--- src/rtl/spi_pkg.sv ---
// Shared types and bit-order helpers for the SPI peripheral core.
// Optional feature macro: SPI_PERIPHERAL_LSB_FIRST_EN reverses both shift
// directions (LSB first). Undefined (default) is MSB first.
package spi_pkg;

  typedef logic [7:0] spi_byte_t;

  typedef enum logic {
    IDLE   = 1'b0,
    ACTIVE = 1'b1
  } spi_state_e;

  localparam spi_byte_t SPI_FILL_BYTE = 8'h00;

  // Bit presented on POCI for a given TX shift register value
  function automatic logic tx_bit(input spi_byte_t b);
`ifdef SPI_PERIPHERAL_LSB_FIRST_EN
    return b[0];
`else
    return b[7];
`endif
  endfunction

  // Advance the TX shift register by one bit
  function automatic spi_byte_t tx_advance(input spi_byte_t b);
`ifdef SPI_PERIPHERAL_LSB_FIRST_EN
    return {1'b0, b[7:1]};
`else
    return {b[6:0], 1'b0};
`endif
  endfunction

  // Shift one received PICO bit into the RX shift register
  function automatic spi_byte_t rx_advance(input spi_byte_t s, input logic d);
`ifdef SPI_PERIPHERAL_LSB_FIRST_EN
    return {d, s[7:1]};
`else
    return {s[6:0], d};
`endif
  endfunction

endpackage

--- src/rtl/spi_sync_edge.sv ---
// Multi-flop synchronizer for one asynchronous SPI pin, plus rise/fall
// detection of the synchronized value against its previous-cycle value.
module spi_sync_edge #(
  parameter int   SYNC_STAGES = 2,
  parameter logic RST_VAL     = 1'b0
) (
  input  logic clk,
  input  logic rst,
  input  logic din,
  output logic sync,
  output logic rise,
  output logic fall
);

  logic [SYNC_STAGES-1:0] chain;
  logic                   prev;

  // Synchronizer chain and one-cycle history; reset to the pin's idle level
  // so no spurious edge is seen coming out of reset.
  always_ff @(posedge clk) begin
    if (rst) begin
      chain <= {SYNC_STAGES{RST_VAL}};
      prev  <= RST_VAL;
    end else begin
      chain <= {chain[SYNC_STAGES-2:0], din};
      prev  <= chain[SYNC_STAGES-1];
    end
  end

  assign sync = chain[SYNC_STAGES-1];
  assign rise = sync & ~prev;
  assign fall = ~sync & prev;

endmodule

--- src/rtl/spi_peripheral_core.sv ---
// SPI mode-0 peripheral endpoint, oversampled on the local clock.
// Byte-wide TX holding buffer (valid/ready) and RX data-valid strobe.
// Optional feature macro: SPI_PERIPHERAL_LSB_FIRST_EN (LSB-first shifting).
module spi_peripheral_core
  import spi_pkg::*;
#(
  parameter int SYNC_STAGES = 2
) (
  input  logic      clk,
  input  logic      rst,
  input  spi_byte_t tx_byte,
  input  logic      tx_dv,
  output logic      tx_ready,
  output logic      rx_dv,
  output spi_byte_t rx_byte,
  input  logic      spi_clk,
  input  logic      spi_cs_n,
  input  logic      spi_pico,
  output logic      spi_poci
);

  logic sclk_sync, sclk_rise, sclk_fall;
  logic cs_sync, cs_rise, cs_fall;
  logic pico_sync, pico_rise, pico_fall;

  spi_sync_edge #(.SYNC_STAGES(SYNC_STAGES), .RST_VAL(1'b0)) u_sync_sclk (
    .clk(clk), .rst(rst), .din(spi_clk),
    .sync(sclk_sync), .rise(sclk_rise), .fall(sclk_fall)
  );

  spi_sync_edge #(.SYNC_STAGES(SYNC_STAGES), .RST_VAL(1'b1)) u_sync_cs (
    .clk(clk), .rst(rst), .din(spi_cs_n),
    .sync(cs_sync), .rise(cs_rise), .fall(cs_fall)
  );

  spi_sync_edge #(.SYNC_STAGES(SYNC_STAGES), .RST_VAL(1'b0)) u_sync_pico (
    .clk(clk), .rst(rst), .din(spi_pico),
    .sync(pico_sync), .rise(pico_rise), .fall(pico_fall)
  );

  // Only the synchronized PICO level and the sclk/cs edges are consumed
  logic unused_sync;
  assign unused_sync = ^{sclk_sync, cs_sync, pico_rise, pico_fall};

  spi_state_e state, state_nxt;
  logic [2:0] bit_cnt;
  spi_byte_t  rx_shift, tx_shift, hold_buf;
  logic       hold_full;

  logic load_slot;   // byte slot start: refill tx_shift from buffer or fill
  logic sample;      // sclk rise inside a frame
  logic shift_out;   // sclk fall mid-byte
  logic frame_end;   // cs_n rise inside a frame
  logic accept;      // tx_byte captured into the holding buffer
  spi_byte_t load_val, rx_nxt, tx_nxt;

  // Frame state register
  always_ff @(posedge clk) begin
    if (rst) state <= IDLE;
    else     state <= state_nxt;
  end

  // Next state and per-cycle event decode; cs_n rise outranks sclk edges
  always_comb begin
    state_nxt = state;
    load_slot = 1'b0;
    sample    = 1'b0;
    shift_out = 1'b0;
    frame_end = 1'b0;
    case (state)
      IDLE: begin
        if (cs_fall) begin
          state_nxt = ACTIVE;
          load_slot = 1'b1;
        end
      end
      ACTIVE: begin
        if (cs_rise) begin
          state_nxt = IDLE;
          frame_end = 1'b1;
        end else begin
          sample    = sclk_rise;
          load_slot = sclk_fall && (bit_cnt == 3'd0);
          shift_out = sclk_fall && (bit_cnt != 3'd0);
        end
      end
      default: state_nxt = IDLE;
    endcase
  end

  // A byte offered on the same cycle the buffer drains is still captured
  assign accept   = tx_dv && (!hold_full || load_slot);
  assign load_val = hold_full ? hold_buf : SPI_FILL_BYTE;
  assign rx_nxt   = rx_advance(rx_shift, pico_sync);
  assign tx_nxt   = tx_advance(tx_shift);
  assign tx_ready = ~hold_full;

  // TX holding buffer
  always_ff @(posedge clk) begin
    if (rst) begin
      hold_buf  <= SPI_FILL_BYTE;
      hold_full <= 1'b0;
    end else begin
      if (accept) hold_buf <= tx_byte;
      hold_full <= accept || (hold_full && !load_slot);
    end
  end

  // Receive shifter, bit counter and completed-byte strobe
  always_ff @(posedge clk) begin
    if (rst) begin
      rx_shift <= SPI_FILL_BYTE;
      rx_byte  <= SPI_FILL_BYTE;
      rx_dv    <= 1'b0;
      bit_cnt  <= 3'd0;
    end else begin
      rx_dv <= 1'b0;
      if (frame_end || (state == IDLE)) begin
        bit_cnt <= 3'd0;
      end else if (sample) begin
        rx_shift <= rx_nxt;
        bit_cnt  <= bit_cnt + 3'd1;
        if (bit_cnt == 3'd7) begin
          rx_byte <= rx_nxt;
          rx_dv   <= 1'b1;
        end
      end
    end
  end

  // Transmit shifter and registered POCI; POCI is held low between frames
  always_ff @(posedge clk) begin
    if (rst) begin
      tx_shift <= SPI_FILL_BYTE;
      spi_poci <= 1'b0;
    end else if (frame_end) begin
      spi_poci <= 1'b0;
    end else if (load_slot) begin
      tx_shift <= load_val;
      spi_poci <= tx_bit(load_val);
    end else if (shift_out) begin
      tx_shift <= tx_nxt;
      spi_poci <= tx_bit(tx_nxt);
    end
  end

endmodule

--- config.mk ---
export PLATFORM = sky130hd
export DESIGN_NAME = spi_peripheral_core
export DESIGN_NICKNAME = d
export VERILOG_FILES = /design/src/rtl/spi_pkg.sv /design/src/rtl/spi_sync_edge.sv /design/src/rtl/spi_peripheral_core.sv
export SDC_FILE = /design/constraint.sdc
export NUM_CORES = 1
export LEC_CHECK = 0
export BUFFER_PORTS_ARGS = -buffer_cell sky130_fd_sc_hd__buf_2
export CAP_MARGIN = 0
export CELL_PAD_IN_SITES_DETAIL_PLACEMENT = 0
export CELL_PAD_IN_SITES_GLOBAL_PLACEMENT = 1
export CORE_MARGIN = 3
export CORE_UTILIZATION = 42
export CTS_CLUSTER_DIAMETER = 60
export DETAILED_ROUTE_END_ITERATION = 16
export PLACE_DENSITY = 0.87
export SYNTH_ARGS = -nofsm -noshare
export SYNTH_HDL_FRONTEND = slang
export SYNTH_HIERARCHICAL = 1
export SYNTH_SLANG_ARGS = --single-unit
--- constraint.sdc ---
create_clock -name clk -period 4.7 [get_ports clk]
set_input_delay 0.235 -clock clk [delete_from_list [all_inputs] [get_ports clk]]
set_output_delay 0.235 -clock clk [all_outputs]
set_load 0.02 [all_outputs]
==> results of run 1 <==
final timing paths:
kind | start | end | slack (ns) | depth (start not counted)
worst max-delay path | u_sync_sclk/chain[1] | rx_byte[5] | 2.79 | 5
worst min-delay path | spi_cs_n | u_sync_cs/chain[0] | 0.13 | 2
worst min register to register | u_sync_cs/chain[0] | u_sync_cs/chain[1] | 0.41 | 1
worst max register to register | u_sync_sclk/chain[1] | rx_byte[5] | 2.79 | 5
power by group:
part / total [uW] / switching (uW) / internal, uW
clock network: 214 / 116 / 97.8
registers: 401 / 7.67 / 393
logic: 45.5 / 24.2 / 21.3
state kept, by name, summed over array words and instances (netlist names), 2 cells and up:
name and count:
u_sync_pico/chain 2, hold_buf 8, tx_shift 7, bit_cnt 3
u_sync_cs/chain 2, u_sync_sclk/chain 2, rx_byte 8, rx_shift 7
through the flow:
stage	setup slack (ns)	util [%]	power (uW)	hold slack [ns]	cell area, sq um
after floorplan	3.22	-	442	0.307	1790
after global placement	2.80	47.4	454	0.385	1920
after detailed placement	2.74	47.4	455	0.392	1920
after CTS	2.76	49.2	670	0.122	2000
after global routing	2.54	49.2	688	0.132	2000
final	2.79	49.2	660	0.132	2000
routing by layer:
metal	global-route usage, %	vias up	part of all wire, %
met1	16.2	547	52
met5	0	-	0
met2	16.8	27	42
met4	3.76	0	0.52
li1	-	666	-
met3	5.47	2	5.7
cell usage in the layout, fill, tap and decap left out:
cell,instances
sky130_fd_sc_hd__a21oi_1,15
sky130_fd_sc_hd__a221oi_1,6
sky130_fd_sc_hd__a2bb2oi_1,1
sky130_fd_sc_hd__and2_1,1
sky130_fd_sc_hd__and2_2,1
sky130_fd_sc_hd__and2b_1,1
sky130_fd_sc_hd__buf_2,24
sky130_fd_sc_hd__clkbuf_8,5
sky130_fd_sc_hd__clkinv_2,1
sky130_fd_sc_hd__dfxtp_1,45
sky130_fd_sc_hd__ha_1,3
sky130_fd_sc_hd__inv_1,4
sky130_fd_sc_hd__mux2i_1,17
sky130_fd_sc_hd__nand2_1,19
sky130_fd_sc_hd__nand2_4,1
sky130_fd_sc_hd__nand2b_1,16
sky130_fd_sc_hd__nand2b_4,2
sky130_fd_sc_hd__nand3b_1,2
sky130_fd_sc_hd__nor2_1,17
sky130_fd_sc_hd__nor2_2,1
sky130_fd_sc_hd__nor2b_1,8
sky130_fd_sc_hd__nor3_1,9
sky130_fd_sc_hd__o21a_1,1
sky130_fd_sc_hd__o21ai_0,1
sky130_fd_sc_hd__o21ai_4,1
sky130_fd_sc_hd__or2_1,4
sky130_fd_sc_hd__or2b_1,1
sky130_fd_sc_hd__xnor2_1,1
final cells by class:
class | instances | area, sq um | share of cell area [%]
clock inverters | 1 | 5.00 | 0.250
repair buffers | 24 | 120 | 6.01
well taps | 50 | 62.6 | 3.13
clock buffers | 5 | 68.8 | 3.44
flip-flops and latches | 45 | 901 | 45.1
inverters | 4 | 15.0 | 0.751
multi-input cells | 129 | 826 | 41.3
==> impl_metrics.toml, run 1 <==
[run_status]
run_status = "finished, final reports clean"

[clocking]
post_cts_resized = 0
clock_insertion_delay_worst_skew_ns = 0.29
clock_tree.htree_level_count = 2
largest_buffer_count_on_any_clock_path = 2
clock-root-buffer = "sky130_fd_sc_hd__clkbuf_8"
cts_setup_buffers = 0
cts_num_sinks = 45
cts_inserted_buffers = 5
cts_hold_repair.buffers = 0
cts.reportedPaths.clkPinSlew_ns = 0.08
tritoncts = "built"

[drt]
finalWirelength_um = 2870
drc_errors = 0
drt-wirelength-per-cell_um = 11.1
final_antenna_net_count = 0
count_of_routing_violations_after_the_opening_detailed_route_iteration = 41
detailroute.via_count = 1242
first_pass_drt_iterations = 4
post_drt_via_cell_ratio = 4.81

[global_routing]
grt_first_pass_wirelength_um = 4840
initial_antenna_violation_count = 0
first_global_vias = 1097
grt_start_max_net_pins = 54
grt.overflow.total = 0
gr-usage-all-layers_pct = 11.9

[pwr]
power_per_cell_area_nw_per_um2 = 330
power.ir.vdd_worst_v = 0.000200
leakagePower_uw = 0.000861

[cells_and_area]
num_antenna_cells = 0
syn_to_final_growth_pct = 11.6
finalNetCount = 226
instances_no_fill = 258
post_route_cells_drive_above_1_share_pct = 17.3
final.fill_count = 405

[die]
floorplan.io_pins = 25
initial_core_util_pct = 44.1
die_height_um = 71.3
fp-row-count = 23
die_w_um = 71.3
fp.dieArea_sq_um = 5080
core-area_sq_um = 4060

[placement]
globalplace.congestion = 0.719
place.detailed.instances = 252
buffer_ports.inserted = 24
detailedPlacementHpwl_um = 1920

[timing]
report.final.hold_viol_count = 0
achievable-frequency_mhz = 523
finalMaxSlewViolations = 0
finalWorstPathRequiredPeriod_ns = 1.91
transition_time_at_the_pin_with_the_least_slew_margin_ns = 0.804
worst_slew_margin_rel_pct = 46.4
finish_stage_setup_viols = 0
finalClockSkew_ns = 0.00999
rsz0062_at_grt = "no"
setup_tns_ns = 0
final_worst_path_cycle_share_pct = 40.7

[synth]
syn_avg_cell_area_sq_um = 9.57
synthesized_net_count = 204
post_synth_instance_area_sq_um = 1790
postSynthCellCount = 187
yosys_warnings = 6

[hold_path]
timing.hold.worst.class = "in2reg"

[critical_path]
worst-setup-path-type = "reg2reg"
worst-path-max-fanout = 9
crit_path_start_kind = "flop"
slowest_library_cell_on_the_worst_path = "sky130_fd_sc_hd__or2_1"
wp_buf_inv = 0
cpLargestDelayFamily = "simple AND/OR/NAND/NOR gates"
series_of_cell_instances_along_the_critical_path = "nor2b_1 > nand3b_1 > or2_1 > nand2_1 > a21oi_1"
critical_path.max_stage_delay_ns = 0.47
worst-endpoint-arrival_ns = 2.05
endpoint_kind = "flop"
worst_ep_required_time_ns = 4.84

[flow_run]
max-cap-violations = 0
Power figures use the tool's default switching activity.
==> run 2, diff against run 1 <==
--- a/config.mk
+++ b/config.mk
@@ -10,10 +10,10 @@
 export CELL_PAD_IN_SITES_DETAIL_PLACEMENT = 0
 export CELL_PAD_IN_SITES_GLOBAL_PLACEMENT = 1
 export CORE_MARGIN = 3
-export CORE_UTILIZATION = 42
+export CORE_UTILIZATION = 39
 export CTS_CLUSTER_DIAMETER = 60
 export DETAILED_ROUTE_END_ITERATION = 16
-export PLACE_DENSITY = 0.87
+export PLACE_DENSITY = 0.85
 export SYNTH_ARGS = -nofsm -noshare
 export SYNTH_HDL_FRONTEND = slang
 export SYNTH_HIERARCHICAL = 1
==> constraint.sdc (replaced) <==
create_clock -name clk -period 1.75 [get_ports clk]
set_input_delay 0.0875 -clock clk [delete_from_list [all_inputs] [get_ports clk]]
set_output_delay 0.0875 -clock clk [all_outputs]
set_load 0.02 [all_outputs]
==> impl_metrics.toml, run 2 (synthesis results as in run 1) <==
[timing]
final_worst_path_cycle_share_pct = 86.2
worst_slew_margin_rel_pct = 59.6
achievable-frequency_mhz = 663
finalMaxSlewViolations = 0
finalClockSkew_ns = 0.00523
setup_tns_ns = 0
rsz0062_at_grt = "no"
transition_time_at_the_pin_with_the_least_slew_margin_ns = 0.606
report.final.hold_viol_count = 0
whs_ns = 0.0203
finish_stage_setup_viols = 0
finalWorstPathRequiredPeriod_ns = 1.51

[die]
initial_core_util_pct = 40.8
core-area_sq_um = 4380
floorplan.io_pins = 25
fp-row-count = 24
die_w_um = 73.8
fp.dieArea_sq_um = 5440
die_height_um = 73.8

[global_routing]
initial_antenna_violation_count = 0
grt_first_pass_wirelength_um = 4960
grt_start_max_net_pins = 42
first_global_vias = 1109
grt.overflow.total = 0
gr-usage-all-layers_pct = 11.9

[pwr]
comb_power_share_pct = 6.8
power.switching_fraction_pct = 22.1
power.ir.vdd_worst_v = 0.000375
share_of_total_power_in_sequential_cells_pct = 56.8
leakagePower_uw = 0.000898
internal-power_uw = 1470
net_switching_power_uw = 418
power_per_cell_area_nw_per_um2 = 914
power_frac_clock_pct = 36.3

[critical_path]
crit_path_start = "bit_cnt[0]"
critical_path.max_stage_delay_ns = 0.42
worst-path-max-fanout = 6
crit_path_start_kind = "flop"
endpoint_kind = "flop"
regToRegStartpoint = "bit_cnt[0]"
worst-setup-path-type = "reg2reg"
series_of_cell_instances_along_the_critical_path = "inv_1 > ha_1 > nand2b_4 > a21oi_1 > a221oi_1 > nor3_1"
worst_ep_required_time_ns = 1.97
slowest_library_cell_on_the_worst_path = "sky130_fd_sc_hd__a21oi_1"
worst-endpoint-arrival_ns = 1.72

[placement]
buffer_ports.inserted = 24
detailedPlacementHpwl_um = 1990
globalplace.congestion = 0.715
place.detailed.instances = 257

[clocking]
clock-root-buffer = "sky130_fd_sc_hd__clkbuf_8"
largest_buffer_count_on_any_clock_path = 2
cts_num_sinks = 45
cts_setup_buffers = 0
clock_insertion_delay_worst_skew_ns = 0.29
clock_tree.htree_level_count = 2
cts_inserted_buffers = 5
cts.reportedPaths.clkPinSlew_ns = 0.08
tritoncts = "built"

[cells_and_area]
post-route-util_pct = 47.2
top_regs = "hold_buf (8), rx_byte (8)"
finalNetCount = 231
post_route_cells_drive_above_1_share_pct = 19.1
layout_common_cells = "sky130_fd_sc_hd__dfxtp_1, sky130_fd_sc_hd__buf_2, sky130_fd_sc_hd__nand2_1"
syn_to_final_growth_pct = 15.7
num_antenna_cells = 0
final_common_cell = "sky130_fd_sc_hd__dfxtp_1"
final.fill_count = 433
instances_no_fill = 267

[drt]
drc_errors = 0
count_of_routing_violations_after_the_opening_detailed_route_iteration = 71
final_antenna_net_count = 0
post_drt_via_cell_ratio = 4.76
detailroute.via_count = 1270
drt-wirelength-per-cell_um = 10.9
first_pass_drt_iterations = 4
finalWirelength_um = 2910

[run_status]
run_status = "finished, final reports clean"

[flow_run]
max-cap-violations = 0

[hold_path]
timing.hold.worst.class = "in2reg"
min_from = "spi_pico"
run 2: worst max-delay path, delay by kind of cell (launching register included):
family	cells	cell delay, ns
compound gates	2	0.57
simple gates	2	0.27
fa+ha+maj	1	0.19
flops	1	0.34
buf+inv	1	0.06
run 2: final cells by class:
type                    count  area [sq um]  area share (%)
repair buffers             29           163            7.85
well taps                  52          65.1            3.14
flip-flops and latches     45           901            43.5
inverters                   4          15.0           0.725
clock buffers               7          96.3            4.65
clock inverters             1          5.00           0.242
multi-input cells         129           826            39.9
run 2: stage by stage:
step,area (sq um),power [uW],setup slack (ns)
CTS,2070,1920,0.233
global placement,1950,1220,0.293
floorplan,1790,1190,0.270
finish,2070,1890,0.242
global route,2070,1980,0.0940
detailed placement,1950,1230,0.256
run 2: final timing paths:
path	endpoint	cells past startpoint	slack [ns]
worst max register to register	tx_shift[6]	6	0.24
worst max-delay path	tx_shift[6]	6	0.24
worst min-delay path	u_sync_pico/chain[0]	2	0.02
worst min register to register	u_sync_cs/chain[1]	1	0.41
run 2: power groups by stage:
stage                     Combinational (uW)  Clock (uW)  Sequential [uW]
final                                    129         688             1080
after global routing                     144         760             1080
after CTS                                131         709             1080
after detailed placement                 127           0             1100
after global placement                   125           0             1100
after floorplan                         91.6           0             1090
run 2: metal layers:
metal	up-vias	GRT usage, %	wire length, um
li1	676	-	-
met1	560	15.0	1440
met2	29	17.7	1270
met3	5	5.61	156
met4	0	4.43	48
met5	-	0	0
run 2: what timing repair did:
action,4_1_cts,5_1_grt
hold buffers,2,0
endpoints found under the hold margin,2,0
resized for setup,0,0
==> run 3, diff against run 2 <==
--- a/config.mk
+++ b/config.mk
@@ -10,10 +10,10 @@
 export CELL_PAD_IN_SITES_DETAIL_PLACEMENT = 0
 export CELL_PAD_IN_SITES_GLOBAL_PLACEMENT = 1
 export CORE_MARGIN = 3
-export CORE_UTILIZATION = 39
+export CORE_UTILIZATION = 42
 export CTS_CLUSTER_DIAMETER = 60
 export DETAILED_ROUTE_END_ITERATION = 16
-export PLACE_DENSITY = 0.85
+export PLACE_DENSITY = 0.87
 export SYNTH_ARGS = -nofsm -noshare
 export SYNTH_HDL_FRONTEND = slang
 export SYNTH_HIERARCHICAL = 1
==> constraint.sdc (replaced) <==
create_clock -name clk -period 2 [get_ports clk]
set_input_delay 0.1 -clock clk [delete_from_list [all_inputs] [get_ports clk]]
set_output_delay 0.1 -clock clk [all_outputs]
set_load 0.02 [all_outputs]
==> impl_metrics.toml, run 3 (synthesis results as in run 1) <==
[run_status]
run_status = "finished, final reports clean"

[clocking]
clock-root-buffer = "sky130_fd_sc_hd__clkbuf_8"
largest_buffer_count_on_any_clock_path = 2
post_cts_resized = 0
clock_insertion_delay_worst_skew_ns = 0.29
clock_tree.htree_level_count = 2
cts.reportedPaths.clkPinSlew_ns = 0.07
tritoncts = "built"
cts_inserted_buffers = 5
cts_num_sinks = 45

[timing]
whs_ns = 0.0134
rsz0062_at_grt = "no"
finalWorstPathRequiredPeriod_ns = 1.47
worst_slew_margin_rel_pct = 54.9
setup_tns_ns = 0
finalClockSkew_ns = 0.00587
transition_time_at_the_pin_with_the_least_slew_margin_ns = 0.677
achievable-frequency_mhz = 680
report.final.hold_viol_count = 0
finalMaxSlewViolations = 0
fin_ws_ns = 0.529
finish_stage_setup_viols = 0
final_worst_path_cycle_share_pct = 73.5

[cells_and_area]
num_antenna_cells = 0
top_regs = "hold_buf (8), rx_byte (8)"
fin_area_sq_um = 2040
syn_to_final_growth_pct = 13.8
post_route_cells_drive_above_1_share_pct = 17.8
layout_common_cells = "sky130_fd_sc_hd__dfxtp_1, sky130_fd_sc_hd__buf_2, sky130_fd_sc_hd__nand2_1"
finalNetCount = 230
final_common_cell = "sky130_fd_sc_hd__dfxtp_1"

[global_routing]
grt.overflow.total = 0
initial_antenna_violation_count = 0
gr-usage-all-layers_pct = 11.8
first_global_vias = 1042
grt_first_pass_wirelength_um = 4640
grt_start_max_net_pins = 46

[die]
core-area_sq_um = 4060
initial_core_util_pct = 44.1
fp-row-count = 23
die_w_um = 71.3
floorplan.io_pins = 25
fp.dieArea_sq_um = 5080
die_height_um = 71.3

[critical_path]
cpLargestDelayFamily = "simple AND/OR/NAND/NOR gates"
critical_path.max_stage_delay_ns = 0.34
series_of_cell_instances_along_the_critical_path = "nor2b_1 > buf_4 > nand3b_1 > buf_4 > nor2_2 > nand2_1 > a21oi_1"
crit_path_start_kind = "flop"
setup.worst_path.end = "rx_byte[6]"
r2r_end = "rx_byte[6]"
worst_ep_required_time_ns = 2.22
endpoint_kind = "flop"
critPathMostFrequentCell = "sky130_fd_sc_hd__buf_4"
regToRegStartpoint = "u_sync_sclk/chain[1]"
cp_num_cells = 7
wp_buf_inv = 2
crit_path_start = "u_sync_sclk/chain[1]"
ff2ff_path_depth = 7
worst-path-max-fanout = 8
worst-setup-path-type = "reg2reg"
worst-endpoint-arrival_ns = 1.69
slowest_library_cell_on_the_worst_path = "sky130_fd_sc_hd__dfxtp_1"
worst-r2r-setup-slack_ns = 0.53

[flow_run]
max-cap-violations = 0

[pwr]
power.switching_fraction_pct = 22.5
power_frac_clock_pct = 33.5
internal-power_uw = 1230
share_of_total_power_in_sequential_cells_pct = 59.6
leakagePower_uw = 0.000879
comb_power_share_pct = 7.0
power.ir.vdd_worst_v = 0.000398
power_per_cell_area_nw_per_um2 = 776
net_switching_power_uw = 355

[placement]
detailedPlacementHpwl_um = 1930
buffer_ports.inserted = 24
placement.setup.worst_slack_ns = 0.534
place_area_sq_um = 1950
globalplace.congestion = 0.774

[drt]
drc_errors = 0
first_pass_drt_iterations = 4
detail_route.wirelength.met1_um = 1450
detailroute.via_count = 1225
post_drt_via_cell_ratio = 4.64
final_antenna_net_count = 0
finalWirelength_um = 2850
met2_wirelength_um = 1180
count_of_routing_violations_after_the_opening_detailed_route_iteration = 13
top_layer_used = "met4"
drt-wirelength-per-cell_um = 10.8
met3WireLength_um = 154

[hold_path]
timing.hold.worst.class = "in2reg"
run 3: changes by cell type in the layout (fill, tap and decap cells not counted):
| cell | change |
|---|---|
| sky130_fd_sc_hd__clkbuf_8 | -2 |
| sky130_fd_sc_hd__clkinv_2 | -1 |
| sky130_fd_sc_hd__dlygate4sd3_1 | -1 |
| sky130_fd_sc_hd__clkbuf_1 | +3 |
run 3: power by group through the flow:
| stage | Combinational (uW) | Clock (uW) | Sequential, uW |
|---|---|---|---|
| 2_1_floorplan | 80.2 | 0 | 958 |
| 6_report | 110 | 529 | 941 |
| 3_3_place_gp | 109 | 0 | 962 |
| 5_1_grt | 123 | 588 | 945 |
| 4_1_cts | 112 | 554 | 941 |
| 3_5_place_dp | 110 | 0 | 962 |
run 3: how the worst min path moves through the flow:
stage | endpoint | start | depth (start not counted)
floorplan | u_sync_pico/chain[0] | rst | 1
global placement | u_sync_cs/chain[0] | spi_cs_n | 2
detailed placement | u_sync_cs/chain[0] | spi_cs_n | 2
CTS | u_sync_pico/chain[0] | spi_pico | 2
global route | u_sync_pico/chain[0] | spi_pico | 2
finish | u_sync_pico/chain[0] | spi_pico | 2
run 3: area by class of cell:
class | count | area (sq um)
Clock buffer | 8 | 80.1
Tap cell | 50 | 62.6
Sequential cell | 45 | 901
Fill cell | 414 | 2020
Timing Repair Buffer | 28 | 153
Inverter | 4 | 15.0
Multi-Input combinational cell | 129 | 826
run 3: what timing repair did:
| action | in CTS | in global routing |
|---|---|---|
| hold buffers | 1 | 0 |
| setup buffers | 0 | 0 |
| hold endpoints to repair | 1 | 0 |
run 3: metrics by stage:
stage / power, uW / cells / util [%]
2_1_floorplan: 1040 / 187 / -
3_3_place_gp: 1070 / 255 / 48.0
3_5_place_dp: 1070 / 255 / 48.0
6_report: 1580 / 264 / 50.2
4_1_cts: 1610 / 264 / 50.2
5_1_grt: 1660 / 264 / 50.2
run 3: metal layers:
| layer | track usage (%) | up-vias |
|---|---|---|
| li1 | - | 675 |
| met1 | 14.9 | 517 |
| met2 | 17.2 | 27 |
| met3 | 4.63 | 6 |
| met4 | 6.26 | 0 |
| met5 | 0 | - |
